File: src/rtl/alu_seq_pkg.sv
// alu_seq_pkg: shared types and opcode tables for the multi-word ALU sequencer.
//   seq_op_e       : sequence operation requested on req_op (ADD, SUB, AND, XOR)
//   state_e        : sequencer FSM states
//   ALU_* opcodes  : 4-bit codes driven on alu_operation (ALU_NOP when idle)
//   first_opcode   : opcode for word 0 of a sequence
//   chain_opcode   : carry-propagating opcode for words 1..len
//   op_keeps_carry : whether the final ALU carry is reported on rsp_carry
package alu_seq_pkg;

    typedef enum logic [1:0] {
        SEQ_ADD = 2'd0,
        SEQ_SUB = 2'd1,
        SEQ_AND = 2'd2,
        SEQ_XOR = 2'd3
    } seq_op_e;

    typedef enum logic [1:0] {
        IDLE    = 2'd0,
        ISSUE   = 2'd1,
        CAPTURE = 2'd2,
        DONE    = 2'd3
    } state_e;

    localparam logic [3:0] ALU_NOP = 4'h0;
    localparam logic [3:0] ALU_ADD = 4'h1;  // a + b
    localparam logic [3:0] ALU_ADC = 4'h2;  // a + b + carry
    localparam logic [3:0] ALU_SUB = 4'h3;  // a - b, carry = borrow
    localparam logic [3:0] ALU_SBC = 4'h4;  // a - b - borrow
    localparam logic [3:0] ALU_AND = 4'h5;
    localparam logic [3:0] ALU_XOR = 4'h6;

    function automatic logic [3:0] first_opcode(input seq_op_e op);
        case (op)
            SEQ_ADD: return ALU_ADD;
            SEQ_SUB: return ALU_SUB;
            SEQ_AND: return ALU_AND;
            SEQ_XOR: return ALU_XOR;
            default: return ALU_NOP;
        endcase
    endfunction

    function automatic logic [3:0] chain_opcode(input seq_op_e op);
        case (op)
            SEQ_ADD: return ALU_ADC;
            SEQ_SUB: return ALU_SBC;
            SEQ_AND: return ALU_AND;
            SEQ_XOR: return ALU_XOR;
            default: return ALU_NOP;
        endcase
    endfunction

    // Bitwise ops have no meaningful carry; their rsp_carry is forced low.
    function automatic logic op_keeps_carry(input seq_op_e op);
        return (op == SEQ_ADD) || (op == SEQ_SUB);
    endfunction

endpackage

File: src/rtl/alu_seq.sv
// alu_seq: sequences a multi-word (little-endian) operation through an external
// single-word ALU, one word per ISSUE/CAPTURE pair, and returns the full result.
//
// Optional feature macro: ALU_SEQ_ZERO_FLAG_EN
//   defined   -> rsp_zero = 1 when every captured word 0..len is zero
//   undefined -> rsp_zero tied to 0, no zero-detect logic
//
// Ports:
//   clk, reset                 : clock, synchronous active-high reset
//   req_valid/req_ready        : request handshake (ready only in IDLE)
//   req_op, req_len            : sequence op, word count minus one (saturated)
//   req_lhs, req_rhs           : little-endian operands, WIDTH*MAX_BYTES bits
//   alu_operation, alu_lhs/rhs : registered opcode and operand word to the ALU
//   alu_assert_n               : active-low ALU bus assert (low only in ISSUE)
//   alu_result, alu_flag_carry : ALU result word and carry, sampled in CAPTURE
//   rsp_valid/rsp_ready        : response handshake
//   rsp_data, rsp_carry, rsp_zero : result, final carry, zero flag
module alu_seq
    import alu_seq_pkg::*;
#(
    parameter int WIDTH     = 8,
    parameter int MAX_BYTES = 4,
    localparam int LEN_W    = (MAX_BYTES > 1) ? $clog2(MAX_BYTES) : 1
) (
    input  logic                         clk,
    input  logic                         reset,
    input  logic                         req_valid,
    output logic                         req_ready,
    input  logic [1:0]                   req_op,
    input  logic [LEN_W-1:0]             req_len,
    input  logic [WIDTH*MAX_BYTES-1:0]   req_lhs,
    input  logic [WIDTH*MAX_BYTES-1:0]   req_rhs,
    output logic [3:0]                   alu_operation,
    output logic [WIDTH-1:0]             alu_lhs,
    output logic [WIDTH-1:0]             alu_rhs,
    output logic                         alu_assert_n,
    input  logic [WIDTH-1:0]             alu_result,
    input  logic                         alu_flag_carry,
    output logic                         rsp_valid,
    input  logic                         rsp_ready,
    output logic [WIDTH*MAX_BYTES-1:0]   rsp_data,
    output logic                         rsp_carry,
    output logic                         rsp_zero
);

    localparam int BUS_W = WIDTH * MAX_BYTES;
    localparam logic [LEN_W-1:0] LEN_MAX = LEN_W'(MAX_BYTES - 1);

    state_e           state;
    seq_op_e          op;
    logic [LEN_W-1:0] len;
    logic [LEN_W-1:0] index;
    logic [BUS_W-1:0] lhs;
    logic [BUS_W-1:0] rhs;
    logic [LEN_W-1:0] index_next;

    function automatic logic [LEN_W-1:0] sat_len(input logic [LEN_W-1:0] l);
        return (l > LEN_MAX) ? LEN_MAX : l;
    endfunction

    function automatic logic [WIDTH-1:0] word_of(input logic [BUS_W-1:0] v,
                                                 input logic [LEN_W-1:0] i);
        return v[i*WIDTH +: WIDTH];
    endfunction

    assign index_next = LEN_W'(index + 1'b1);

    // ALU-facing outputs are registered, so each transition loads the values
    // the next state must present.
    always_ff @(posedge clk) begin
        if (reset) begin
            state         <= IDLE;
            req_ready     <= 1'b1;
            rsp_valid     <= 1'b0;
            rsp_data      <= '0;
            rsp_carry     <= 1'b0;
            index         <= '0;
            alu_assert_n  <= 1'b1;
            alu_operation <= ALU_NOP;
        end else begin
            case (state)
                IDLE: begin
                    if (req_valid && req_ready) begin
                        op            <= seq_op_e'(req_op);
                        len           <= sat_len(req_len);
                        lhs           <= req_lhs;
                        rhs           <= req_rhs;
                        index         <= '0;
                        rsp_data      <= '0;
                        rsp_carry     <= 1'b0;
                        alu_lhs       <= req_lhs[WIDTH-1:0];
                        alu_rhs       <= req_rhs[WIDTH-1:0];
                        alu_operation <= first_opcode(seq_op_e'(req_op));
                        alu_assert_n  <= 1'b0;
                        req_ready     <= 1'b0;
                        state         <= ISSUE;
                    end
                end
                ISSUE: begin
                    alu_assert_n  <= 1'b1;
                    alu_operation <= ALU_NOP;
                    state         <= CAPTURE;
                end
                CAPTURE: begin
                    rsp_data[index*WIDTH +: WIDTH] <= alu_result;
                    if (index == len) begin
                        rsp_carry <= op_keeps_carry(op) ? alu_flag_carry : 1'b0;
                        rsp_valid <= 1'b1;
                        state     <= DONE;
                    end else begin
                        index         <= index_next;
                        alu_lhs       <= word_of(lhs, index_next);
                        alu_rhs       <= word_of(rhs, index_next);
                        alu_operation <= chain_opcode(op);
                        alu_assert_n  <= 1'b0;
                        state         <= ISSUE;
                    end
                end
                DONE: begin
                    if (rsp_ready) begin
                        rsp_valid <= 1'b0;
                        req_ready <= 1'b1;
                        state     <= IDLE;
                    end
                end
                default: state <= IDLE;
            endcase
        end
    end

`ifdef ALU_SEQ_ZERO_FLAG_EN
    // The word being written is still zero in rsp_data (cleared on accept),
    // so the whole-result test only needs the incoming word and the buffer.
    always_ff @(posedge clk) begin
        if (reset) begin
            rsp_zero <= 1'b0;
        end else if (state == IDLE && req_valid && req_ready) begin
            rsp_zero <= 1'b0;
        end else if (state == CAPTURE && index == len) begin
            rsp_zero <= (rsp_data == '0) && (alu_result == '0);
        end
    end
`else
    assign rsp_zero = 1'b0;
`endif

endmodule

File: config.mk
export PLATFORM = sky130hd
export DESIGN_NAME = alu_seq
export DESIGN_NICKNAME = d
export VERILOG_FILES = /design/src/rtl/alu_seq_pkg.sv /design/src/rtl/alu_seq.sv
export SDC_FILE = /design/constraint.sdc
export NUM_CORES = 1
export LEC_CHECK = 0
export CORE_ASPECT_RATIO = 0.7
export CORE_MARGIN = 2
export CORE_UTILIZATION = 52
export DETAILED_ROUTE_END_ITERATION = 10
export PLACE_DENSITY = 0.95
export SYNTH_ARGS = -nofsm -noshare
export SYNTH_HDL_FRONTEND = slang
export SYNTH_SLANG_ARGS = --single-unit
File: constraint.sdc
create_clock -name clk -period 12 [get_ports clk]
set_input_delay 2.4 -clock clk [delete_from_list [all_inputs] [get_ports clk]]
set_output_delay 2.4 -clock clk [all_outputs]
set_load 0.03 [all_outputs]
Word-level counts from Yosys, hierarchy flattened
Index checks and enable logic that the tools add are counted.
Widths: inputs -> output; s select.
Operators by class
  shift operators: 4
  reductions and logical operators: 18
  bitwise gates (word level): 1
  mux-type cells: 32
  add/subtract/negate cells: 2
  equal/unequal tests: 14
  magnitude comparators: 1
Operators by type and width (number)
  $pmux 32 s2: 1
  $shiftx 32x6->8: 2
  $neg 5->34: 1
  $shift 8x34->32 const A: 1
  $shiftx 8x34->32: 1
  $bwmux 32: 1
  $mux 32: 1
  $mux 8: 4
  $pmux 4 s4: 2
  $pmux 8 s2: 2
  $reduce_and 3->1: 6
  $eq 2x2->1 const B: 6
  $pmux 4 s3: 1
  $mux 2: 5
  $mux 4: 2
  $ne 2x2->1 const B: 4
  $pmux 2 s4: 1
  $mux 1: 7
  $eq 2x1->1 const B: 3
  $logic_not 2->1: 3
  $pmux 1 s2: 3
  $reduce_bool 2->1: 3
  $pmux 2 s2: 1
  $reduce_and 2->1: 2
  other kinds (9): 9
Storage, ports and cells
  logic and storage cells: 86
  register bits: 128
  output and inout port bits: 57
  input bits: 81

Depth between registers and ports, before layout
Gate-level depths: netlist of the first run.
  depth after elaboration: 5
  depth in mapped cells: 8
  gate-level depth less buffers: 6

Worst setup path before layout of the first run
Ideal clock, no wire load.
  path type: input port to flip-flop
  start point: in reset
  end point: reg len[0], enable pin
  path buffers: 1
  slack: 3.804 ns
  stages on the path: 2
  library setup time: 0.592 ns
  data required time: 11.408 ns
  arrival: 7.604 ns
  cells stage by stage: clkbuf_1 -> nor3b_1
Between the ends
  word-level cells in the longest chain between the ends: 2
Ends and longest elaborated chain
  start: declaration: RTL line alu_seq.sv:26  | input logic reset,
  $not 1->1 (no source line)
  $reduce_and 3->1 (no source line)
  end signal: assignment: RTL line alu_seq.sv:85  | len <= sat_len(req_len);
  end: declaration: RTL line alu_seq.sv:51  | logic [LEN_W-1:0] len;
No other way between the ends.
A chain may end at the register's enable or synchronous reset.

Worst setup path in the final report of the first run
  start point: in reset
  end point: reg lhs[18], enable pin
Between the ends
  word-level cells in the longest chain between the ends: 2
Ends and longest elaborated chain
  $not 1->1 (no source line)
  $reduce_and 3->1 (no source line)
  end signal: assignment: RTL line alu_seq.sv:86  | lhs <= req_lhs;
  end: declaration: RTL line alu_seq.sv:53  | logic [BUS_W-1:0] lhs;
No other way between the ends.

==> results.txt, run 1 <==
- Number of design rule violations left after detail routing: 0
- Cell internal power dissipation: 0.00101 W
- The longest clock path from root to sink contains 2 buffers.
- Root cell of the clock tree: sky130_fd_sc_hd__clkbuf_16
- Gr ovfl total: 0
- The tool flagged a number of max-cap violations equal to 0.
- Hold-fix buffer count after cts: 0
* Overall global routing resource usage: 23.8%
- Data on the critical path is required at its endpoint by 12.03 ns.
- CTS built an H-tree with a depth of 4.
- Most frequently used flop master after synthesis: sky130_fd_sc_hd__edfxtp_1
- Final cell count without fillers: 630
- Final TNS setup: 0 ns
- Post-synth EDFFs: 84
* Number of pins exceeding their max-slew limit in the final report: 0
- Max-slew headroom at the worst pin: 35.2%
- Dividing the synthesized area by the synthesized cell count gives 14.9 µm².
- Synthesis warning total: 0
- The netlist uses 44 different library cells.
* First-pass iteration count of the detailed router: 5
- Startpoint class of the critical path: primary input
- Antenna violations before repair: 0
- Layout filler cell count: 579
* Storage cell area: 3380 µm²
* Number of standard-cell rows in the floorplan: 30
* Fraction of power consumed by combinational cells: 25.3%
- Routability-driven placement finished with a final weighted congestion of 0.843.
- Post-Synth Simple-Gate Area: 8.19%
- Across the VDD grid, the largest voltage drop is 112 µV.
- Final hold analysis gives a worst-case slack of 0.474 ns.
- For this configuration, the core starts out at a cell density of 53.4%.
* Via count normalized by instance count: 5.51
- Tightest Pin Transition: 0.972 ns
- CTS tree: built
- After layout, the design draws a total of 0.00142 W.
* Worst Clk Skew: 0.00586 ns
- The number of global-route vias before repair came to 3581.
* Number of nets in the layout: 583
- The routed design has 12000 µm of wire.
* Crit-path max FO: 68
- Fraction of layout instances using a drive strength above 1: 15.3%
* Hold/Removal Path Class: reg2reg
- After synthesis the cells add up to 5150 µm².
- Die boundary height: 87.3 µm
* Area of the multi-input gates: 1660 µm²
* Share of total power consumed by net switching: 28.7%
* Routed wire length per instance: 19.0 µm
* Count of mapped cells out of synthesis: 346
- Commonest cells after routing, fill and taps aside: sky130_fd_sc_hd__clkdlybuf4s50_1, sky130_fd_sc_hd__edfxtp_1, sky130_fd_sc_hd__dfxtp_1, sky130_fd_sc_hd__nor2_1, sky130_fd_sc_hd__clkbuf_16
- Sink count of the clock tree: 127
- Pin count of the biggest net entering global routing: 69
* Final hold violations: 0
* Area of the core region: 9650 µm²
- Of the available clock period, the critical path in the final layout requires 33.4%.
- In this run, the clock network consumes 35.7% of the power.
* Async SR Flop Fraction: 0%
- Largest family of logic cells by synthesized area: multiplexers
- Area growth, synth to finish: 40.4%
- Number of top-level design ports: 138
- Setup slack on the critical path of the routed design comes to 7.99 ns.
- Overall die area: 10700 µm²
* Max Clk Rate: 250 MHz
- Input and output buffers added on the ports amount to 135.
- Summing the sequential cell areas from Yosys gives 65.7% of the chip area.
* Final setup violation count: 0
- After clock tree synthesis, the setup repair step added 0 buffers.
* Placed insts: 598
- LEAKAGE: 2.58 nW
* Half-perimeter wire length after placement: 8290 µm
- Horizontal die dimension: 123 µm
- The detail route stage leaves a number of antenna-violating nets equal to 0.
- Clock slew seen by the registers of the worst setup and hold paths: 0.05 ns
* Sw Pwr: 0.000407 W
- Mux contribution to synthesized area: 13.6%
* Crit path capture type: register
- Classification of the worst setup path: in2reg
* Data arrival time of the worst path: 4.04 ns
- Sequential group share of total power: 39.1%
- After Yosys synthesis, full adders, half adders and majority gates account for 3.16% of the synthesized area.
- OpenSTA, run right after detailed placement, puts the worst setup slack at 7.56 ns.
* Pwr per Cell Area: 196 nW/µm²
- Counting flops and latches in the post-synthesis netlist gives 127.
* Number of antenna repair diodes: 0
* Total number of vias: 3474
* TritonCTS Buffers: 17
- Counting I/O delays and the setup requirement, the final critical path takes 4.01 ns.
- The library cell used most frequently in the layout, excluding fill and tap cells, is sky130_fd_sc_hd__clkdlybuf4s50_1.
* Clock Latency Late Sink: 0.41 ns
- Setup repair after global routing left no endpoint under its margin.
- Number of DRC violations after detailed-routing iteration 0: 268
- The flow ran to the end, and the final reports show no timing, DRC or antenna violations.
- The synthesized netlist devotes 6.58% of its cell area to compound gates.
* Post-cts resize count: 0
* XOR/XNOR Fraction of Synth Area: 0.340%
- The first global-routing pass estimated 18500 µm of wire.
## per-layer routing
metal | track usage (%) | up-vias | wire length [µm]
li1 | - | 1596 | -
met1 | 31.3 | 1689 | 5040
met2 | 36.8 | 176 | 5700
met3 | 9.23 | 13 | 1090
met4 | 7.31 | 0 | 132
met5 | 0 | - | 0
## cell type report
cell class                      count  area share (%)
Multi-Input combinational cell    193            22.9
Clock inverter                      8            1.06
Sequential cell                   127            46.8
Clock buffer                       24            7.25
Timing Repair Buffer              140            19.2
Tap cell                          128            2.22
Inverter                           10           0.519
## critical path, stage by stage
cell and delay (ns):
sky130_fd_sc_hd__clkdlybuf4s50_1 0.40, sky130_fd_sc_hd__buf_4 0.28, sky130_fd_sc_hd__nor3b_2 0.22, sky130_fd_sc_hd__buf_4 0.66
## registers in the layout, indices dropped and copies added, names as in the netlist, 2 cells and up
| register | count |
|---|---|
| op | 2 |
| alu_rhs | 8 |
| index | 2 |
| rsp_data | 32 |
| len | 2 |
| alu_lhs | 8 |
| rhs | 32 |
| state | 2 |
| alu_operation | 3 |
| lhs | 32 |
## power by group through the flow
stage	sequential (W)	combinational [W]	clock (W)
floorplan	0.000606	0.000192	0
global placement	0.000558	0.000343	0
detailed placement	0.000562	0.000354	0
CTS	0.000554	0.000356	0.000513
global route	0.000558	0.000381	0.000536
finish	0.000554	0.000358	0.000505
## Yosys cell counts, drive strengths merged (3+ instances only)
library cell	instances	share of area [%]
nor3	5	0.49
mux4	16	7.0
o211ai	3	0.63
and3	9	1.1
a22oi	15	2.2
edfxtp	84	49
dfxtp	43	17
a21oi	10	0.97
nand2	9	0.66
clkbuf	7	0.51
and2	8	0.97
nand3	4	0.39
mux2i	16	3.1
inv	10	0.73
nor2	37	2.7
mux2	16	3.5
ha	13	3.2
o21ai	3	0.29
buf	10	1.1
## kinds of logic (layout without fill, tap and decap cells)
kind of cell	Yosys count	after routing
xor gates and xnor gates	2	2
and+or+nand+nor	84	84
other	1	2
adders and majority gates	13	13
muxes	48	48
AOI/OAI and AO/OA	44	44
DFF	127	127
buffers and inverters	27	182
## worst paths after layout
| check | start | depth (start not counted) | slack [ns] | endpoint |
|---|---|---|---|---|
| setup / recovery | reset | 4 | 7.99 | lhs[18]$_DFFE_PP_ |
| setup reg to reg | index[1]$_SDFFE_PP0P_ | 6 | 9.20 | rsp_data[16]$_SDFFE_PP0P_ |
| hold / removal | rsp_data[28]$_SDFFE_PP0P_ | 2 | 0.47 | rsp_data[28]$_SDFFE_PP0P_ |
| hold reg to reg | rsp_data[28]$_SDFFE_PP0P_ | 2 | 0.47 | rsp_data[28]$_SDFFE_PP0P_ |
## metrics by stage
step                cell area, µm²  utilization, %
finish                        7230            74.9
detailed placement            6630            68.7
CTS                           7230            74.9
global placement              6630            68.7
global route                  7230            74.9
floorplan                     5150               -
No activity file was read; power rests on OpenSTA's default activity.
==> run 2: changes to the inputs <==
Settings changed: CORE_UTILIZATION 52 to 48, PLACE_DENSITY 0.95 to 0.9.
Clock period 12 ns to 4.2 ns, I/O delays scaled along.
==> run 2 against run 1 <==
Die area rose by 8.0%. Core utilization fell by 5.6 points. Register-to-register slack got worse by 8.2 ns. Power rose to 2.8 times the previous value. Clock skew is 0.0056 ns higher.
==> results.txt, run 2 (synthesized netlist as in run 1, its figures left out) <==
* Post-CTS Setup Inserts: 0 (unchanged)
- The total iterations of the first detailed-routing run came to 4 (was 5).
- The total area of multi-input combinational cells is 1670 µm² (was 1660 µm²).
- The global-route met1 utilization was 30.3% (was 31.3%).
- Layout filler cell count: 710 (was 579)
- Final TNS setup: 0 ns (unchanged)
- Derived from the worst setup path, the maximum achievable clock frequency is 315 MHz.
* Die boundary height: 90.7 µm (was 87.3 µm)
* Horizontal die dimension: 128 µm (was 123 µm)
- LEAKAGE: 2.55 nW (was 2.58 nW)
- Max-cap check violation count: 0 (unchanged)
- Classification of the worst setup path: reg2reg (was in2reg)
* Storage cell area: 3380 µm² (about the same)
- The number of max-slew violations in the final report is 0 (unchanged).
* Worst Clk Skew: 0.0115 ns (was 0.00586 ns)
* Sink count of the clock tree: 127 (unchanged)
- Number of DRC violations after detailed-routing iteration 0: 252 (was 268)
- Number of standard-cell rows in the floorplan: 31 (was 30)
- The arrival time at the worst endpoint came to 3.51 ns (was 4.04 ns).
* Clock Latency Late Sink: 0.41 ns (about the same)
* Startpoint class of the critical path: register (was primary input)
* Pwr per Cell Area: 553 nW/µm² (was 196 nW/µm²)
- The worst path in the final design needs a cycle of 3.17 ns, including I/O delays and setup.
- The pin count of the biggest net entering global routing came to 37 (was 69).
* Overall global routing resource usage: 22.5% (was 23.8%)
- The worst reg-to-reg path cell count was 7 (was 6).
- The cell depth of the worst hold path is 2 (unchanged).
- The worst hold path class was reg2reg (unchanged).
* Setup crit start: index[0]$_SDFFE_PP0P_ (was reset)
* Crit path capture type: register (unchanged)
* Number of design rule violations left after detail routing: 0 (unchanged)
- Final hold violations: 0 (unchanged)
* Setup slack on the worst flop-to-flop path: 1.03 ns (was 9.20 ns)
- The area of the die came to 11600 µm² (was 10700 µm²).
* Final Cell Area: 7200 µm² (was 7230 µm²)
* Antenna violations before repair: 0 (unchanged)
- The number of primary I/O pins came to 138 (unchanged).
- The count of input and output buffers came to 135 (unchanged).
* Vias in the first global route: 3655 (was 3581)
- Top flop regs: lhs: 32 flops, rhs: 32 flops, rsp_data: 32 flops (unchanged).
* Effective utilization at floorplan: 49.5% (was 53.4%)
- The startpoint of the most critical register-to-register path is index[0]$_SDFFE_PP0P_ (was index[1]$_SDFFE_PP0P_).
- The actual transition at the worst max-transition pin was 0.913 ns (was 0.972 ns).
* Met3 usage: 5.33% (was 9.23%)
- First-pass GRT wire length: 19500 µm (was 18500 µm)
- The largest fanout of any net on the critical path is 25 (was 68).
- Commonest cells after routing, fill and taps aside: sky130_fd_sc_hd__clkdlybuf4s50_1, sky130_fd_sc_hd__edfxtp_1, sky130_fd_sc_hd__dfxtp_1, sky130_fd_sc_hd__nor2_1, sky130_fd_sc_hd__clkbuf_16 (unchanged).
* Peak ir drop on the vdd network: 343 µV (was 112 µV)
- The area of the core region was 10400 µm² (was 9650 µm²).
- Status: completed (unchanged)
* TritonCTS Buffers: 17 (unchanged)
- Via count normalized by instance count: 5.43 (was 5.51)
- The met2 demand-to-capacity share in global routing is 35.7% (was 36.8%).
- The reg-to-reg endpoint is rsp_data[21]$_SDFFE_PP0P_ (was rsp_data[16]$_SDFFE_PP0P_).
- Post-Route Utilization: 69.3% (was 74.9%)
* Portion of the clock cycle consumed by the worst path in the final layout: 75.5%
- Commonest non-fill, non-tap cell in the layout: sky130_fd_sc_hd__clkdlybuf4s50_1 (unchanged)
- Hold-fix buffer count after cts: 0 (unchanged)
- The max-slew headroom at the worst pin was 39.1% (was 35.2%).
- The per-cell routed wire length is 18.9 µm (was 19.0 µm).
* Final RePlAce weighted congestion: 0.858 (was 0.843)
- The total setup violations reported at the end of the flow came to 0 (unchanged).
- Number of antenna repair diodes: 0 (unchanged)
- Routing layer with the top usage in global route: met2 (unchanged)
- The remaining antenna violation count after routing came to 0 (unchanged).
* Area growth, synth to finish: 39.9% (was 40.4%)
- Gr ovfl total: 0 (unchanged)
- Minimum hold slack: 0.492 ns (was 0.474 ns)
- The clock-pin slew on the worst setup and hold paths was 0.06 ns (was 0.05 ns).
* Fraction of layout instances using a drive strength above 1: 15.1% (was 15.3%)
- Destination of the critical timing path: rsp_data[21]$_SDFFE_PP0P_ (was lhs[18]$_DFFE_PP_)
- The number of vias in the routed layout was 3451 (was 3474).
- The total wire length came to 12000 µm (about the same).
* Root cell of the clock tree: sky130_fd_sc_hd__clkbuf_16 (unchanged)
- Critical Path RT: 4.54 ns (was 12.03 ns)
- Number of levels in the clock H-tree: 4 (unchanged)
* Worst-case clock buffer depth: 2 (unchanged)
- Number of nets in the layout: 584 (was 583)
- CTS tree: built (unchanged)
- Post-cts resize count: 0 (unchanged)
- The instance area at placement is 6650 µm² (was 6630 µm²).
* RSZ-0062 raised after global routing: no (unchanged)
- Half-perimeter wire length after placement: 8490 µm (was 8290 µm)
-- run 2: per-layer routing --
metal | routed length, µm | vias to the layer above
met1 | 5100 | 1683
met5 | 0 | -
met3 | 925 | 14
li1 | - | 1604
met4 | 131 | 0
met2 | 5870 | 150
-- run 2: layout make-up --
type	instances	area share, %
Multi-Input combinational cell	193	23.1
Sequential cell	127	47.0
Clock inverter	13	1.70
Tap cell	132	2.29
Clock buffer	19	6.01
Inverter	10	0.521
Timing Repair Buffer	141	19.4
-- run 2: worst max-delay path, cell delays in order, from the launching register on --
cell and delay, ns:
sky130_fd_sc_hd__dfxtp_2 0.31, sky130_fd_sc_hd__buf_4 0.38, sky130_fd_sc_hd__inv_1 0.17, sky130_fd_sc_hd__ha_1 0.93, sky130_fd_sc_hd__nor4bb_1 0.69, sky130_fd_sc_hd__and4_1 0.39, sky130_fd_sc_hd__a22oi_1 0.11, sky130_fd_sc_hd__nor2_1 0.12
-- run 2: how the worst min path moves through the flow --
stage                                   from                            end  slack (ns)
6_report           rsp_data[28]$_SDFFE_PP0P_      rsp_data[28]$_SDFFE_PP0P_        0.49
5_1_grt        alu_operation[1]$_SDFFE_PP0P_  alu_operation[1]$_SDFFE_PP0P_        0.52
4_1_cts        alu_operation[1]$_SDFFE_PP0P_  alu_operation[1]$_SDFFE_PP0P_        0.50
3_5_place_dp       rsp_data[28]$_SDFFE_PP0P_      rsp_data[28]$_SDFFE_PP0P_        0.45
3_3_place_gp       rsp_data[28]$_SDFFE_PP0P_      rsp_data[28]$_SDFFE_PP0P_        0.45
2_1_floorplan          state[1]$_SDFFE_PP0P_          state[1]$_SDFFE_PP0P_        0.49
-- run 2: stage by stage --
step	instances	total power, W	setup WS (ns)
final	635	0.00398	1.03
after global routing	635	0.00415	0.779
after CTS	635	0.00400	1.01
after detailed placement	603	0.00262	1.02
after global placement	603	0.00259	1.33
after floorplan	347	0.00228	0.921
-- run 2: report_power, final --
part / internal [W] / total, W / switching (W)
Sequential: 0.00152 / 0.00158 / 0.0000591
Clock: 0.000861 / 0.00138 / 0.000518
Combinational: 0.000436 / 0.00103 / 0.000590
